`src/rtl/mem_pkg.sv`:
```
// Shared encodings for the MEM stage: writeback selects, access sizes, FSM states
// and the alignment rule used to reject misaligned accesses.
package mem_pkg;

    localparam logic [1:0] WB_ALU = 2'b00;
    localparam logic [1:0] WB_MEM = 2'b01;
    localparam logic [1:0] WB_NPC = 2'b10;

    localparam logic [1:0] SIZE_B = 2'b00;
    localparam logic [1:0] SIZE_H = 2'b01;
    localparam logic [1:0] SIZE_W = 2'b10;

    typedef enum logic {
        IDLE = 1'b0,
        BUSY = 1'b1
    } state_t;

    // The reserved size encoding behaves as a word access.
    function automatic logic is_misaligned(input logic [1:0] size, input logic [1:0] offset);
        logic bad;
        case (size)
            SIZE_B:  bad = 1'b0;
            SIZE_H:  bad = offset[0];
            default: bad = (offset != 2'b00);
        endcase
        return bad;
    endfunction

endpackage

```
`src/rtl/mem_lane_align.sv`:
```
// Byte-lane steering for the memory port: byte enables and replicated store data
// on the way out, lane extraction plus sign/zero extension on the way back.
module mem_lane_align
    import mem_pkg::*;
#(
    parameter int DATA_W = 32
) (
    input  logic [1:0]          size,
    input  logic [1:0]          offset,
    input  logic                is_unsigned,
    input  logic [DATA_W-1:0]   store_data,
    input  logic [DATA_W-1:0]   load_raw,
    output logic [DATA_W/8-1:0] be,
    output logic [DATA_W-1:0]   wdata,
    output logic [DATA_W-1:0]   load_ext
);

    logic [4:0]  byte_pos;
    logic [4:0]  half_pos;
    logic [7:0]  byte_lane;
    logic [15:0] half_lane;

    assign byte_pos  = {offset, 3'b000};
    assign half_pos  = {offset[1], 4'b0000};
    assign byte_lane = load_raw[byte_pos +: 8];
    assign half_lane = load_raw[half_pos +: 16];

    // Lane logic lives in the low 32 bits; wider buses only use the upper lanes on word accesses.
    always_comb begin
        be    = '0;
        wdata = store_data;
        case (size)
            SIZE_B: begin
                be[3:0]     = 4'b0001 << offset;
                wdata[31:0] = {4{store_data[7:0]}};
            end
            SIZE_H: begin
                be[3:0]     = 4'b0011 << offset;
                wdata[31:0] = {2{store_data[15:0]}};
            end
            default: be = '1;
        endcase
    end

    always_comb begin
        case (size)
            SIZE_B:  load_ext = {{(DATA_W-8){byte_lane[7] & ~is_unsigned}}, byte_lane};
            SIZE_H:  load_ext = {{(DATA_W-16){half_lane[15] & ~is_unsigned}}, half_lane};
            default: load_ext = load_raw;
        endcase
    end

endmodule

```
`src/rtl/mem_access_stage.sv`:
```
// MEM stage with a request/acknowledge memory port: stalls upstream during wait states,
// flags misaligned and timed-out accesses, and holds the MEM/WB pipeline register.
module mem_access_stage
    import mem_pkg::*;
#(
    parameter int DATA_W  = 32,
    parameter int ADDR_W  = 16,
    parameter int TIMEOUT = 15
) (
    input  logic                clk,
    input  logic                reset,
    input  logic                in_valid,
    input  logic                RegWrite_EX,
    input  logic                memW,
    input  logic                memR,
    input  logic [1:0]          mem_size,
    input  logic                mem_unsigned,
    input  logic [1:0]          WBdata,
    input  logic [DATA_W-1:0]   D,
    input  logic [DATA_W-1:0]   ALUout,
    input  logic [DATA_W-1:0]   NPC3,
    input  logic [4:0]          rd3,
    output logic                stall_out,
    output logic                mem_req,
    output logic                mem_we,
    output logic [DATA_W/8-1:0] mem_be,
    output logic [ADDR_W-1:0]   mem_addr,
    output logic [DATA_W-1:0]   mem_wdata,
    input  logic [DATA_W-1:0]   mem_rdata,
    input  logic                mem_ack,
    output logic                RegWrite_MEM,
    output logic [4:0]          Rd3_MEM,
    output logic [DATA_W-1:0]   WBdata_out,
    output logic                wb_valid,
    output logic                misalign_err,
    output logic                bus_err
);

    localparam logic [7:0] TO_CNT = 8'(TIMEOUT);

    state_t state, state_nxt;
    logic [7:0] cnt;

    logic              lat_we;
    logic              lat_rw;
    logic [1:0]        lat_size;
    logic              lat_uns;
    logic [1:0]        lat_wbsel;
    logic [DATA_W-1:0] lat_d;
    logic [DATA_W-1:0] lat_alu;
    logic [DATA_W-1:0] lat_npc;
    logic [4:0]        lat_rd;

    logic                is_mem;
    logic                misal;
    logic                start_acc;
    logic                timed_out;
    logic [DATA_W/8-1:0] lane_be;
    logic [DATA_W-1:0]   lane_wdata;
    logic [DATA_W-1:0]   load_ext;
    logic [DATA_W-1:0]   wb_idle_val;
    logic [DATA_W-1:0]   wb_done_val;

    assign is_mem    = memR | memW;
    assign misal     = is_misaligned(mem_size, ALUout[1:0]);
    assign start_acc = in_valid & is_mem & ~misal;
    assign timed_out = (cnt == TO_CNT);

    mem_lane_align #(
        .DATA_W (DATA_W)
    ) u_lane (
        .size        (lat_size),
        .offset      (lat_alu[1:0]),
        .is_unsigned (lat_uns),
        .store_data  (lat_d),
        .load_raw    (mem_rdata),
        .be          (lane_be),
        .wdata       (lane_wdata),
        .load_ext    (load_ext)
    );

    always_ff @(posedge clk or negedge reset) begin
        if (!reset) state <= IDLE;
        else        state <= state_nxt;
    end

    // Ack takes priority over the timeout when both land in the same cycle.
    always_comb begin
        state_nxt = state;
        case (state)
            IDLE:    if (start_acc) state_nxt = BUSY;
            BUSY:    if (mem_ack || timed_out) state_nxt = IDLE;
            default: state_nxt = IDLE;
        endcase
    end

    always_comb begin
        mem_req   = 1'b0;
        mem_we    = 1'b0;
        mem_be    = '0;
        mem_wdata = '0;
        mem_addr  = '0;
        stall_out = 1'b0;
        case (state)
            IDLE: stall_out = start_acc;
            BUSY: begin
                mem_req   = 1'b1;
                mem_we    = lat_we;
                mem_be    = lane_be;
                mem_wdata = lane_wdata;
                mem_addr  = lat_alu[ADDR_W+1:2];
                stall_out = ~(mem_ack | timed_out);
            end
            default: ;
        endcase
        stall_out = stall_out & reset;
    end

    always_comb begin
        case (WBdata)
            WB_ALU:  wb_idle_val = ALUout;
            WB_NPC:  wb_idle_val = NPC3;
            default: wb_idle_val = '0;
        endcase
        case (lat_wbsel)
            WB_ALU:  wb_done_val = lat_alu;
            WB_MEM:  wb_done_val = load_ext;
            WB_NPC:  wb_done_val = lat_npc;
            default: wb_done_val = '0;
        endcase
    end

    always_ff @(posedge clk or negedge reset) begin
        if (!reset) begin
            cnt       <= '0;
            lat_we    <= 1'b0;
            lat_rw    <= 1'b0;
            lat_size  <= '0;
            lat_uns   <= 1'b0;
            lat_wbsel <= '0;
            lat_d     <= '0;
            lat_alu   <= '0;
            lat_npc   <= '0;
            lat_rd    <= '0;
        end else if (state == IDLE) begin
            if (start_acc) begin
                cnt       <= '0;
                lat_we    <= memW;
                lat_rw    <= RegWrite_EX;
                lat_size  <= mem_size;
                lat_uns   <= mem_unsigned;
                lat_wbsel <= WBdata;
                lat_d     <= D;
                lat_alu   <= ALUout;
                lat_npc   <= NPC3;
                lat_rd    <= rd3;
            end
        end else begin
            cnt <= cnt + 8'd1;
        end
    end

    // MEM/WB register: bubbles clear only the valid/write-enable bits; data holds.
    always_ff @(posedge clk or negedge reset) begin
        if (!reset) begin
            wb_valid     <= 1'b0;
            RegWrite_MEM <= 1'b0;
            Rd3_MEM      <= '0;
            WBdata_out   <= '0;
            misalign_err <= 1'b0;
            bus_err      <= 1'b0;
        end else begin
            wb_valid     <= 1'b0;
            RegWrite_MEM <= 1'b0;
            misalign_err <= 1'b0;
            bus_err      <= 1'b0;
            if (state == IDLE) begin
                if (in_valid && (!is_mem || misal)) begin
                    wb_valid     <= 1'b1;
                    RegWrite_MEM <= RegWrite_EX & ~is_mem;
                    Rd3_MEM      <= rd3;
                    WBdata_out   <= wb_idle_val;
                    misalign_err <= is_mem;
                end
            end else if (mem_ack) begin
                wb_valid     <= 1'b1;
                RegWrite_MEM <= lat_rw & ~lat_we;
                Rd3_MEM      <= lat_rd;
                WBdata_out   <= wb_done_val;
            end else if (timed_out) begin
                wb_valid   <= 1'b1;
                Rd3_MEM    <= lat_rd;
                WBdata_out <= '0;
                bus_err    <= 1'b1;
            end
        end
    end

endmodule

```
`config.mk`:
```
export PLATFORM = sky130hd
export DESIGN_NAME = mem_access_stage
export DESIGN_NICKNAME = d
export VERILOG_FILES = /design/src/rtl/mem_pkg.sv /design/src/rtl/mem_lane_align.sv /design/src/rtl/mem_access_stage.sv
export SDC_FILE = /design/constraint.sdc
export NUM_CORES = 1
export LEC_CHECK = 0
export BUFFER_PORTS_ARGS = -buffer_cell sky130_fd_sc_hd__clkbuf_2
export CORE_MARGIN = 2
export CORE_UTILIZATION = 45
export CTS_CLUSTER_SIZE = 12
export DETAILED_ROUTE_END_ITERATION = 7
export GPL_TIMING_DRIVEN = 0
export HOLD_SLACK_MARGIN = 0.02
export PLACE_DENSITY = 0.67
export SLEW_MARGIN = 0
export SYNTH_ARGS = -nofsm -noshare
export SYNTH_HDL_FRONTEND = slang
export SYNTH_SLANG_ARGS = --single-unit
```
`constraint.sdc`:
```
create_clock -name clk -period 2.3 [get_ports clk]
set_input_delay 0.23 -clock clk [delete_from_list [all_inputs] [get_ports clk]]
set_output_delay 0.23 -clock clk [all_outputs]
set_load 0.01 [all_outputs]
```
==> results.md <==
* Clk pin slew, worst setup/hold paths at approximately 0.060 ns
* Synth warn at 0
* RSZ-0062 raised after global routing: true
* # diodes at 0
* Synth top area share at 45.25%
* Worst vdd ir at 0.0005883 V
* GPL Wtd Cong at between 0.9 and 1
* Final hold slack at 0.02470 ns
* Status: finished, final reports clean
* Critical path fanouts, max at 10
* Fraction of registers with async set/reset at 100.0%
* Leak pwr at ~6.1 nW
* Final std cells w/o fill at 1579
* Drt via density at between 5 and 6
* Final Max Tran Viols at 0
* Crit Path Class: reg -> reg
* Largest cells by area after synthesis: dfrtp_1, nand2_1, mux2i_1
* Worst setup SP type: register
* Post-synth EDFFs at 0
* Critical path's slowest cell: o31ai_1
* Detailed placement HPWL at approximately 22000 um
* Finished Core Util at about three fifths
* Die W at about 140 um
* Synth Net Count at around 1100
* Min-Delay Path Class: in -> reg
* Post-Syn Instances at approximately 1000
* Number of max-cap violations at 0
* Die Ht at roughly 140 um
* Layout cells sized above 1 at between 20% and 30%
* Clock tree buffer depth at 2
* Post-CTS setup buffers at 0
* Area Growth Syn to Fin at 33.05%
* DRC viols at 0
* DR iter-0 viols at 660
* Seq/Total Area, Yosys at a little under half
* Mapped Area at 8738 um2
* Power per cell area at roughly 900 nW/um2
* Cell-by-cell trace of the critical path: o31ai_1 -> buf_2 -> buf_2 -> nand2_1 -> o21ai_2
* DR WL/cell at 19.41 um
* Yosys cell types at 50
* Clock latency reported for the late side of the worst-skew pair at 0.43 ns
* Final setup fails at 0
* Core Area at 18890 um2
* Starting density of the core at around 46%
* First-pass DRT Iterations at 5
* Die area at between 20000 and 25000 um2
* Ports at between 200 and 250
* Most frequent cells in the layout: nand2_1, clkbuf_2, dfrtp_1, mux2i_1, dlygate4sd3_1
* # rows at 50
* WP data arrival at around 2.6 ns
* Final Hold Vio Count at 0
* Final nets at roughly 1500
* Slew headroom at approximately a third
* WP data required at 2.66 ns
* Total Wirelength at roughly 31000 um
* Clk_skew at around 0.0064 ns
* Fin Setup TNS at 0 ns
* Fill count at roughly 1700
* FMAX at roughly 440 MHz
* Htree depth at 4
* Initial antenna violation count at 0
* Total number of vias at roughly 8500
* Vias in the first global route at between 8000 and 9000
* Slew @ Worst Pin at slightly below 1 ns
* FF+latch count, synth at around 160
* Synth Flop Type: dfrtp_1
* Post-route ant nets at 0
* Root Buffer: clkbuf_16
* Largest net degree at the start of global routing at 104
* Placed Cells at ~1500
* CP peak stage delay at between 0.8 and 0.9 ns
* First-pass GRT wire length at ~46000 um
* Worst Setup End Kind: register
* Clock sink count at 158
* Crit path top cell by count: buf_2
* CTS tree: built
* GR Util All Layers at 30.13%
* Fin crit share at 98.15%
* Yosys top cell by area: dfrtp_1
* Port bufs at 239
* Most common cell after layout, fill and taps aside: nand2_1
* Overflow after GRT at 0
* Synthesized area per cell at between 8 and 9 um2
* Fin crit period at about 2.3 ns
* Total Power at around 10 mW
* Number of buffers created by CTS at 17
[metrics by stage]
step / instance area, um2 / setup WS (ns)
floorplan: 8738 / 0.4917
global placement: 10260 / -1.932
detailed placement: 10300 / -0.1584
CTS: 11590 / 0.002619
global route: 11630 / -0.03669
finish: 11630 / 0.04265
[power breakdown]
part	internal, mW	switching [mW]
registers	3.47	0.489
clock network	1.74	1.21
logic	1.50	2.00
total	6.71	3.70
[metal layers]
metal / track usage (%) / share of wire [%] / routed length (um) / vias to the layer above
met3: 8.297 / 8.8 / 2699 / 73
met4: 12.64 / 4.1 / 1248 / 0
met1: 38.82 / 41 / 12690 / 4039
met2: 48.02 / 46 / 14000 / 411
li1: - / - / - / 3987
met5: 0 / 0 / 0 / -
[critical path: cells and delay by family, from the launching register on]
kind            cells  cell delay, ns
flops               1            0.45
simple gates        1            0.11
buf+inv             2            0.71
compound gates      2            0.91
[sequential cells by signal, indices dropped and copies added (netlist names)]
name / cells
state: 1
bus_err: 1
RegWrite_MEM: 1
wb_valid: 1
lat_wbsel: 2
misalign_err: 1
cnt: 8
WBdata_out: 32
lat_d: 32
lat_size: 2
Rd3_MEM: 5
lat_rd: 5
lat_npc: 32
lat_alu: 32
lat_uns: 1
lat_we: 1
lat_rw: 1
[cells in the mapped netlist (2+ instances only)]
cell      count
o22ai_2      10
a21boi_0     10
a211o_1      15
a31oi_1       9
and2_1       27
nor2b_1      12
nand4_1       2
a221oi_1      8
o21ai_2      11
a32oi_1       7
o31ai_1       3
nand2_1     330
clkbuf_1     36
o21ai_1      14
buf_4         2
o21ai_0      31
nand3_1       6
o21a_1        2
o211ai_1      2
o211a_1       8
mux2_2       24
or2_2         2
o22ai_1      21
dfrtp_1     158
nand2b_1      4
o22a_1        8
mux4_2        8
nor2_1       61
mux2i_1      79
buf_2        22
inv_1        11
buf_1        11
a21oi_1      10
buf_6         3
[cell type report]
class | count | area, um2 | share of cell area [%]
buffer | 74 | 366.6 | 3.153
clock buffer | 19 | 442.9 | 3.810
sequential | 158 | 3955 | 34.02
inverter | 12 | 45.04 | 0.3874
multi-input combinational | 738 | 4427 | 38.08
timing repair buffer | 305 | 1901 | 16.35
clock inverter | 13 | 163.9 | 1.410
tap | 260 | 325.3 | 2.798
[final timing paths]
kind	startpoint	endpoint	slack (ns)	cells past startpoint
hold reg to reg	lat_rd[0]$_DFFE_PN0P_	lat_rd[0]$_DFFE_PN0P_	0.48	2
min in group asynchronous	reset	lat_npc[22]$_DFFE_PN0P_	0.38	3
setup reg to reg	state$_DFF_PN0_	WBdata_out[28]$_DFFE_PN0P_	0.04	5
max in group asynchronous	reset	Rd3_MEM[1]$_DFFE_PN0P_	1.41	3
setup / recovery	state$_DFF_PN0_	WBdata_out[28]$_DFFE_PN0P_	0.04	5
hold / removal	ALUout[5]	lat_alu[5]$_DFFE_PN0P_	0.02	3
[repair_timing]
item / CTS / global route
endpoints found under the hold margin: 119 / 0
setup endpoints to repair: 50 / 36
pin swaps: 0 / 1
resized for setup: 13 / 24
hold buffers: 65 / 0
[logic make-up (layout without fill, tap and decap cells)]
| logic type | after synthesis | in the layout | share of synthesized area (%) |
|---|---|---|---|
| compound gates | 173 | 173 | 14.55 |
| xor+xnor | 2 | 2 | 0.2005 |
| fa+ha+maj | 1 | 1 | 0.1432 |
| buf+inv | 87 | 423 | 4.410 |
| flops | 158 | 158 | 45.25 |
| mux | 111 | 111 | 14.20 |
| simple gates | 451 | 451 | 21.25 |
(Power assumes the default switching activity.)
